<file path="config.mk">
export PLATFORM = sky130hd
export DESIGN_NAME = prng_xoshiro256p_jump
export DESIGN_NICKNAME = d
export VERILOG_FILES = /design/src/rtl/prng_xoshiro256p_jump.sv
export SDC_FILE = /design/constraint.sdc
export NUM_CORES = 1
export LEC_CHECK = 0
export CORE_AREA = 10 10 291 293
export DETAILED_ROUTE_END_ITERATION = 10
export DIE_AREA = 0 0 301 303
export PLACE_DENSITY_LB_ADDON = 0.2
export SYNTH_ARGS = -nofsm -noshare
export SYNTH_HDL_FRONTEND = slang
export SYNTH_SLANG_ARGS = --single-unit
</file>
<file path="constraint.sdc">
create_clock -name i_clk -period 3.2 [get_ports i_clk]
set_clock_uncertainty 0.05 [all_clocks]
set_input_delay 0.48 -clock i_clk [delete_from_list [all_inputs] [get_ports i_clk]]
set_output_delay 0.48 -clock i_clk [all_outputs]
set_load 0.005 [all_outputs]
</file>
<file path="src/rtl/prng_xoshiro256p_jump.sv">
// Jump / long-jump engine for a xoshiro256+ generator: steps the generator 256 times,
// folds the selected states into an accumulator, then reloads it as the new seed.
module prng_xoshiro256p_jump #(
    parameter logic [63:0] JUMP_K0     = 64'h180ec6d33cfd0aba,
    parameter logic [63:0] JUMP_K1     = 64'hd5a61266f0c9392c,
    parameter logic [63:0] JUMP_K2     = 64'ha9582618e03fc9aa,
    parameter logic [63:0] JUMP_K3     = 64'h39abdc4529b1661c,
    parameter logic [63:0] LONGJUMP_K0 = 64'h76e15d3efefdcbbf,
    parameter logic [63:0] LONGJUMP_K1 = 64'hc5004e441c522fb3,
    parameter logic [63:0] LONGJUMP_K2 = 64'h77710069854ee241,
    parameter logic [63:0] LONGJUMP_K3 = 64'h39109bb02acbe635
) (
    input  logic        i_clk,
    input  logic        i_rst,
    input  logic        i_jumpReq,
    input  logic        i_longJump,
    input  logic        i_userCg,
    input  logic        i_userSeedValid,
    input  logic [63:0] i_userSeedS0,
    input  logic [63:0] i_userSeedS1,
    input  logic [63:0] i_userSeedS2,
    input  logic [63:0] i_userSeedS3,
    input  logic [63:0] i_s0,
    input  logic [63:0] i_s1,
    input  logic [63:0] i_s2,
    input  logic [63:0] i_s3,
    output logic        o_prngCg,
    output logic        o_seedValid,
    output logic [63:0] o_seedS0,
    output logic [63:0] o_seedS1,
    output logic [63:0] o_seedS2,
    output logic [63:0] o_seedS3,
    output logic        o_busy,
    output logic        o_done
);

    localparam logic [1:0] ST_IDLE = 2'd0;
    localparam logic [1:0] ST_RUN  = 2'd1;
    localparam logic [1:0] ST_LOAD = 2'd2;

    logic [1:0]  state_r;
    logic [7:0]  cnt_r;
    logic        sel_r;
    logic        done_r;
    logic [63:0] acc0_r;
    logic [63:0] acc1_r;
    logic [63:0] acc2_r;
    logic [63:0] acc3_r;
    logic [63:0] kword_s;
    logic        kbit_s;

    // Polynomial word for the current step: sel picks the table, cnt[7:6] the word
    always_comb begin
        kword_s = 64'd0;
        case ({sel_r, cnt_r[7:6]})
            3'b000:  kword_s = JUMP_K0;
            3'b001:  kword_s = JUMP_K1;
            3'b010:  kword_s = JUMP_K2;
            3'b011:  kword_s = JUMP_K3;
            3'b100:  kword_s = LONGJUMP_K0;
            3'b101:  kword_s = LONGJUMP_K1;
            3'b110:  kword_s = LONGJUMP_K2;
            3'b111:  kword_s = LONGJUMP_K3;
            default: kword_s = 64'd0;
        endcase
    end

    // Bits are consumed LSB first within each word
    assign kbit_s = kword_s[cnt_r[5:0]];

    // Sequencer, step counter and XOR accumulator
    always_ff @(posedge i_clk) begin
        if (i_rst) begin
            state_r <= ST_IDLE;
            cnt_r   <= 8'd0;
            sel_r   <= 1'b0;
            done_r  <= 1'b0;
            acc0_r  <= 64'd0;
            acc1_r  <= 64'd0;
            acc2_r  <= 64'd0;
            acc3_r  <= 64'd0;
        end else begin
            done_r <= 1'b0;
            case (state_r)
                ST_IDLE: begin
                    if (i_jumpReq) begin
                        state_r <= ST_RUN;
                        sel_r   <= i_longJump;
                        cnt_r   <= 8'd0;
                        acc0_r  <= 64'd0;
                        acc1_r  <= 64'd0;
                        acc2_r  <= 64'd0;
                        acc3_r  <= 64'd0;
                    end else begin
                        state_r <= ST_IDLE;
                    end
                end
                ST_RUN: begin
                    if (kbit_s) begin
                        acc0_r <= acc0_r ^ i_s0;
                        acc1_r <= acc1_r ^ i_s1;
                        acc2_r <= acc2_r ^ i_s2;
                        acc3_r <= acc3_r ^ i_s3;
                    end else begin
                        acc0_r <= acc0_r;
                        acc1_r <= acc1_r;
                        acc2_r <= acc2_r;
                        acc3_r <= acc3_r;
                    end
                    if (cnt_r == 8'd255) begin
                        state_r <= ST_LOAD;
                    end else begin
                        cnt_r <= cnt_r + 8'd1;
                    end
                end
                ST_LOAD: begin
                    state_r <= ST_IDLE;
                    done_r  <= 1'b1;
                end
                default: begin
                    state_r <= ST_IDLE;
                end
            endcase
        end
    end

    // Generator control: user passthrough when idle, forced stepping/loading otherwise
    always_comb begin
        o_prngCg    = i_userCg;
        o_seedValid = i_userSeedValid;
        o_seedS0    = i_userSeedS0;
        o_seedS1    = i_userSeedS1;
        o_seedS2    = i_userSeedS2;
        o_seedS3    = i_userSeedS3;
        case (state_r)
            ST_IDLE: begin
                o_prngCg    = i_userCg;
                o_seedValid = i_userSeedValid;
            end
            ST_RUN: begin
                o_prngCg    = 1'b1;
                o_seedValid = 1'b0;
                o_seedS0    = acc0_r;
                o_seedS1    = acc1_r;
                o_seedS2    = acc2_r;
                o_seedS3    = acc3_r;
            end
            ST_LOAD: begin
                o_prngCg    = 1'b1;
                o_seedValid = 1'b1;
                o_seedS0    = acc0_r;
                o_seedS1    = acc1_r;
                o_seedS2    = acc2_r;
                o_seedS3    = acc3_r;
            end
            default: begin
                o_prngCg    = i_userCg;
                o_seedValid = i_userSeedValid;
            end
        endcase
    end

    assign o_busy = (state_r == ST_RUN) || (state_r == ST_LOAD);
    assign o_done = done_r;

endmodule

</file>
==> impl_metrics.py, run 1 <==
metrics = {
    "cts": {
        "cts.clk_slew.worst_paths_ps": 60,
        "tritoncts": "done",
        "worstSkewPairLatency_ps": 540,
        "htreeDepth": 2,
        "cts_buffers": 38,
        "cts_root_buf": "clkbuf_16",
        "clkSinkCount": 268,
        "clk_path_buf_depth": 3,
    },
    "final_layout": {
        "drive_gt1_share_pct": 16.0,
        "register_area_sq_um": 5370,
        "multiInputGateArea_sq_um": 11100,
        "n_fill_cell": 7918,
        "final_cell_area_sq_um": 29700,
        "nets": 3487,
        "synthToLayoutAreaGrowth_pct": 62.0,
    },
    "placed_design": {
        "place_area_sq_um": 27900,
        "io_buffers": 777,
        "place.gp.congestion": 0.861,
        "dp_hpwl_um": 63900,
    },
    "critical_path": {
        "crit_path_cell_trace": "inv_1, ha_4, buf_16, buf_8, mux2_2, clkdlybuf4s50_1",
        "startpoint_type": "register",
        "end_kind": "output port",
        "cp.depth": 6,
        "reg2reg_depth": 13,
        "crit_fanout": 15,
        "critPathKind": "reg -> out",
        "worstPathArrival_ps": 2610,
        "critPathBufInv": 4,
        "cp_data_required_time_ps": 2670,
        "slowest_stage": "clkdlybuf4s50_1",
        "critPathMaxStageDelay_ps": 470,
        "cpLargestDelayFamily": "buffers and inverters",
    },
    "sta": {
        "setup_violations": 0,
        "final-hold-violation-count": 0,
        "finalCritPeriodShare_pct": 98.0,
        "tightest_slew_ps": 911,
        "rsz0062_at_grt": "true",
        "slew_headroom_pct": 39.2,
        "drv_slew": 0,
        "max_freq_mhz": 319,
        "period_minus_slack_ps": 3140,
    },
    "yosys": {
        "yosysTopAreaCell": "dfxtp_1",
        "synth_area_leaders": "dfxtp_1 29%, mux2_2 16%, o2bb2ai_1 12%",
        "ys_ff_latch": 268,
        "synthFlopType": "dfxtp_1",
        "synth-seq-area-share_pct": 29.3,
        "synth_area_sq_um": 18300,
        "yosysTopAreaCellShare_pct": 29.3,
        "synth_area_per_cell_sq_um": 8.24,
        "synth_edf_count": 0,
        "syn_nets": 2753,
        "yosysWarnings": 0,
        "async_reset_ff_share_pct": 0,
        "synthCells": 2221,
        "synth_cell_types": 61,
    },
    "detailed_routing": {
        "first_pass_iters": 5,
        "vias": 19681,
        "wirelength_um": 86000,
        "remaining_drc_errors": 0,
        "wl_per_cell_um": 21.3,
        "ant_nets": 0,
        "drt_iter0_drc": 1205,
        "viasPerCell": 4.87,
    },
    "floorplanning": {
        "ios": 778,
        "initial_core_util_pct": 23.3,
        "coreArea_sq_um": 78600,
        "die-area_sq_um": 91200,
        "fp.dieW_um": 301,
        "die_h_um": 303,
        "rows": 103,
    },
    "pwr": {
        "irDropWorstVdd_mv": 0.274,
        "p_sw_share_pct": 26.6,
        "total_power_mw": 10.8,
        "intPower_mw": 7.90,
        "p_switching_mw": 2.86,
        "power.leakage_nw": 12.0,
        "seqPwrFrac_pct": 31.6,
        "power.share.combinational_pct": 26.7,
        "power.density_nw_per_um2": 363,
        "clockPowerShare_pct": 41.8,
    },
    "worst_hold_path": {
        "hp-class": "in -> reg",
        "whs_path_depth": 2,
    },
    "job": {
        "maxCapViolCount": 0,
    },
    "grt": {
        "grt_pass1_vias": 19992,
        "antenna_found_initial": 19,
        "grt_start_max_net_pins": 153,
        "track_usage_pct": 17.3,
        "grt_pass1_wl_um": 125000,
        "overflow": 0,
    },
    "run_status": {
        "status": "finished, final reports clean",
    },
}
-- path summary, 6_finish.rpt --
path,start,end,slack (ps)
worst max-delay path,state_r[0],o_seedS3[57],60
worst min-delay path,i_rst,o_done,230
worst min register to register,acc3_r[14],acc3_r[14],420
worst max register to register,cnt_r[6],acc2_r[50],180
-- power groups by stage --
stage	clock network [mW]	logic, mW	registers [mW]
floorplan	0	1.25	3.45
global placement	0	2.77	3.47
detailed placement	0	2.81	3.47
CTS	4.63	2.88	3.40
global route	4.74	3.10	3.40
finish	4.49	2.87	3.40
-- layout make-up --
type,instances,area share [%]
diodes,11,0.0928
inverters,268,3.40
repair buffers,914,32.3
flip-flops and latches,268,18.1
well taps,1050,4.43
clock inverters,9,0.519
clock buffers,57,3.92
multi-input cells,1465,37.3
-- flip-flops by register name (all words and copies together), names as in the netlist --
signal and count:
acc1_r 64, o_done 1, sel_r 1, acc2_r 64, state_r 2, acc0_r 64
acc3_r 64, cnt_r 8
-- timing repair --
action / in CTS / in global routing
gates resized for setup: 21 / 56
setup endpoints to repair: 172 / 399
hold buffers: 0 / 0
buffers inserted: 2 / 5
pin swaps: 1 / 2
cloned: 4 / 3
-- layout by cell type (no fill, tap or decap), drive strengths merged, types with 5 or more instances in the layout --
| master | count |
|---|---|
| clkdlybuf4s50 | 732 |
| dfxtp | 268 |
| mux2 | 259 |
| mux2i | 10 |
| nor2 | 12 |
| a21oi | 270 |
| diode | 11 |
| o2bb2ai | 256 |
| nand3 | 12 |
| inv | 269 |
| nor2b | 9 |
| o2111ai | 5 |
| ha | 14 |
| o21ai | 10 |
| buf | 133 |
| xnor2 | 6 |
| clkbuf | 61 |
| dlygate4sd2 | 8 |
| nand2b | 269 |
| dlymetal6s2s | 36 |
| o22ai | 257 |
| nand4 | 5 |
| nand2 | 16 |
-- cell usage after synthesis (9+ instances only) --
library cell,count
ha_1,14
clkbuf_1,110
nand3_1,12
buf_2,85
nor2b_1,9
a21oi_1,270
nor2_1,12
o21ai_0,9
mux2_2,258
o2bb2ai_1,256
nand2_1,16
mux2i_1,10
inv_1,267
o22ai_1,257
buf_1,14
nand2b_1,269
dfxtp_1,268
-- through the flow --
step	worst slack, ps	cells	util (%)	hold slack [ps]	setup TNS (ps)
CTS	-5.69	4023	37.4	190	-37.3
floorplan	131	2221	-	390	0
detailed placement	24.6	3951	35.5	415	0
global route	-33.4	4039	37.7	212	-690
global placement	35.9	3951	35.5	402	0
finish	64.3	4042	37.7	233	0
-- cells by family after synthesis --
kind of cell,count (synthesis),share of synthesized area (%)
compound gates,836,30.7
xor+xnor,6,0.287
fa+ha+maj,14,0.957
buf+inv,488,10.9
flops,268,29.3
mux,271,16.7
simple gates,338,11.1
-- per-layer routing --
metal	vias up	global-route usage (%)	share of wire, %
met1	9341	20.4	41
met2	713	30.4	50
met3	100	4.94	7.5
met5	-	0	0.13
met4	20	4.64	1.9
li1	9507	-	-
No activity file was read; power rests on OpenSTA's default activity.
==> run 2, diff against run 1 <==
--- a/config.mk
+++ b/config.mk
@@ -5,6 +5,7 @@
 export SDC_FILE = /design/constraint.sdc
 export NUM_CORES = 1
 export LEC_CHECK = 0
+export ABC_AREA = 0
 export CORE_AREA = 10 10 291 293
 export DETAILED_ROUTE_END_ITERATION = 10
 export DIE_AREA = 0 0 301 303
==> constraint.sdc (replaced) <==
create_clock -name i_clk -period 2.7 [get_ports i_clk]
set_clock_uncertainty 0.05 [all_clocks]
set_input_delay 0.405 -clock i_clk [delete_from_list [all_inputs] [get_ports i_clk]]
set_output_delay 0.405 -clock i_clk [all_outputs]
set_load 0.005 [all_outputs]
==> run 2 against run 1 <==
Critical path depth is 10 higher. Clock power is 4.7% higher. First-iteration DRC count is 8.3% higher. Combinational power is 32% higher. Worst hold slack better by 8.3 ps. Largest power group unchanged. Count of clock-buffer cells in the layout is 6 lower. Die area stayed put. Global-route usage is 2.0 points higher. Design area is 13% higher. The flow now finishes with violations (negative setup slack).
==> impl_metrics.py, run 2 (synthesis results as in run 1) <==
metrics = {
    "grt": {
        "grt.busiest_layer": "met2",
        "overflow": 0,
        "track_usage_pct": 19.4,
        "use_met3_pct": 4.78,
        "grt_start_max_net_pins": 140,
        "grtUsageMet2_pct": 35.3,
        "grt_pass1_wl_um": 138000,
        "antenna_found_initial": 13,
        "use_met1_pct": 22.2,
        "grt_pass1_vias": 21536,
    },
    "critical_path": {
        "end_kind": "register",
        "critPathMaxStageDelay_ps": 350,
        "critPathKind": "reg -> reg",
        "crit_fanout": 6,
        "r2r_slack_ps": -380,
        "path_common_cell": "buf_12",
        "crit_path_cell_trace": "clkinvlp_4, buf_6, ha_4, buf_12, nand2_1, mux2i_2, a2111oi_2, o311ai_2, nand4_1, buf_12, buf_12, buf_12, buf_12, buf_8, o22ai_1, o2bb2ai_1",
        "cp_data_required_time_ps": 3120,
        "slowest_stage": "dfxtp_4",
        "startpoint_type": "register",
        "worstPathArrival_ps": 3500,
    },
    "final_layout": {
        "final_cell_mix": "685 x clkdlybuf4s50_1, 269 x a21oi_1, 267 x nand2b_1",
        "drive_gt1_share_pct": 28.4,
        "nets": 3647,
        "synthToLayoutAreaGrowth_pct": 83.3,
        "layout_commonest_cell": "clkdlybuf4s50_1",
    },
    "run_status": {
        "status": "complete, but fails checks",
        "violations": "negative setup slack",
    },
    "floorplanning": {
        "fp.dieW_um": 301,
        "die-area_sq_um": 91200,
        "coreArea_sq_um": 78600,
        "die_h_um": 303,
        "initial_core_util_pct": 23.3,
        "ios": 778,
        "rows": 103,
    },
    "sta": {
        "tightest_slew_ps": 1020,
        "period_minus_slack_ps": 3080,
        "max_freq_mhz": 324,
        "slew_headroom_pct": 32.1,
        "layout_setup_ws_ps": -384,
        "fin_hold_ws_ps": 241,
        "setup_violations": 490,
        "drv_slew": 0,
        "final-hold-violation-count": 0,
        "finalCritPeriodShare_pct": 114,
        "rsz0062_at_grt": "true",
    },
    "detailed_routing": {
        "wirelength_um": 96200,
        "remaining_drc_errors": 0,
        "vias": 20716,
        "viasPerCell": 4.94,
        "ant_nets": 0,
        "drt_iter0_drc": 1305,
        "first_pass_iters": 5,
        "wl_per_cell_um": 22.9,
    },
    "cts": {
        "clk_path_buf_depth": 3,
        "cts.clk_slew.worst_paths_ps": 60,
        "worstSkewPairLatency_ps": 540,
        "htreeDepth": 2,
        "cts_buffers": 36,
        "postCtsHoldBufs": 0,
        "cts_root_buf": "clkbuf_16",
        "tritoncts": "done",
        "clkSinkCount": 268,
    },
    "pwr": {
        "irDropWorstVdd_mv": 0.311,
        "power.leakage_nw": 13.7,
        "power.density_nw_per_um2": 373,
    },
    "placed_design": {
        "dp_hpwl_um": 64200,
        "place.gp.congestion": 0.893,
        "io_buffers": 777,
        "place_ws_ps": -490,
    },
    "job": {
        "maxCapViolCount": 0,
    },
    "worst_hold_path": {
        "hp-class": "in -> reg",
    },
}
## run 2: cell types whose count changed in the layout (fill, tap and decap cells not counted), sizes merged
cell / change
clkbuf: +5
clkdlybuf4s50: -47
diode: -4
clkdlybuf4s15: +10
dlygate4sd2: +14
bufbuf: +2
bufinv: -3
clkinv: +4
buf: +203
dlymetal6s2s: -31
## run 2: critical path, delay by kind of cell (launching register included)
family	cells	cell delay (ps)
DFF	1	350
AOI/OAI and AO/OA	4	720
and+or+nand+nor	2	300
buffers and inverters	8	1040
muxes	1	240
adders and majority gates	1	280
## run 2: repair_timing
| item | 4_1_cts | 5_1_grt |
|---|---|---|
| gates resized for setup | 592 | 123 |
| gates cloned | 46 | 13 |
| pin swaps | 66 | 58 |
| buffers inserted | 92 | 12 |
| endpoints found under the setup margin | 514 | 509 |
## run 2: through the flow
stage                     TNS, ps  cell area [sq um]  power [mW]  util [%]  instances
after global placement    -107190              28000        7.39      35.6       3977
after global routing      -183040              33600        13.1      42.7       4195
final                     -135440              33600        12.5      42.7       4195
after CTS                 -155980              32700        12.6      41.6       4169
after detailed placement  -107200              28000        7.44      35.6       3977
after floorplan            -16640              18500        5.59         -       2221
## run 2: area by class of cell
type | count | area, sq um
diodes | 7 | 17.5
clock buffers | 51 | 1040
clock inverters | 10 | 88.8
fillers | 7617 | 45000
inverters | 268 | 1010
multi-input cells | 1465 | 12500
flip-flops and latches | 268 | 5380
well taps | 1050 | 1310
repair buffers | 1076 | 12200
## run 2: final timing paths
check                           cells after the start          to        from
worst max-delay path                               16  acc2_r[23]    cnt_r[6]
worst min-delay path                                3  state_r[1]       i_rst
worst max register to register                     16  acc2_r[23]    cnt_r[6]
worst min register to register                      1  acc2_r[14]  acc2_r[14]
## run 2: where the power goes
| part | total [mW] | switching (mW) | internal, mW |
|---|---|---|---|
| combinational | 3.80 | 1.56 | 2.25 |
| clock | 4.70 | 1.93 | 2.77 |
| sequential | 4.03 | 0.0401 | 3.99 |
| total | 12.5 | 3.52 | 9.01 |
## run 2: routing by layer
metal | up-vias | routed length, um
li1 | 9855 | -
met1 | 10016 | 37700
met2 | 720 | 50100
met3 | 113 | 6200
met4 | 12 | 2040
met5 | - | 77
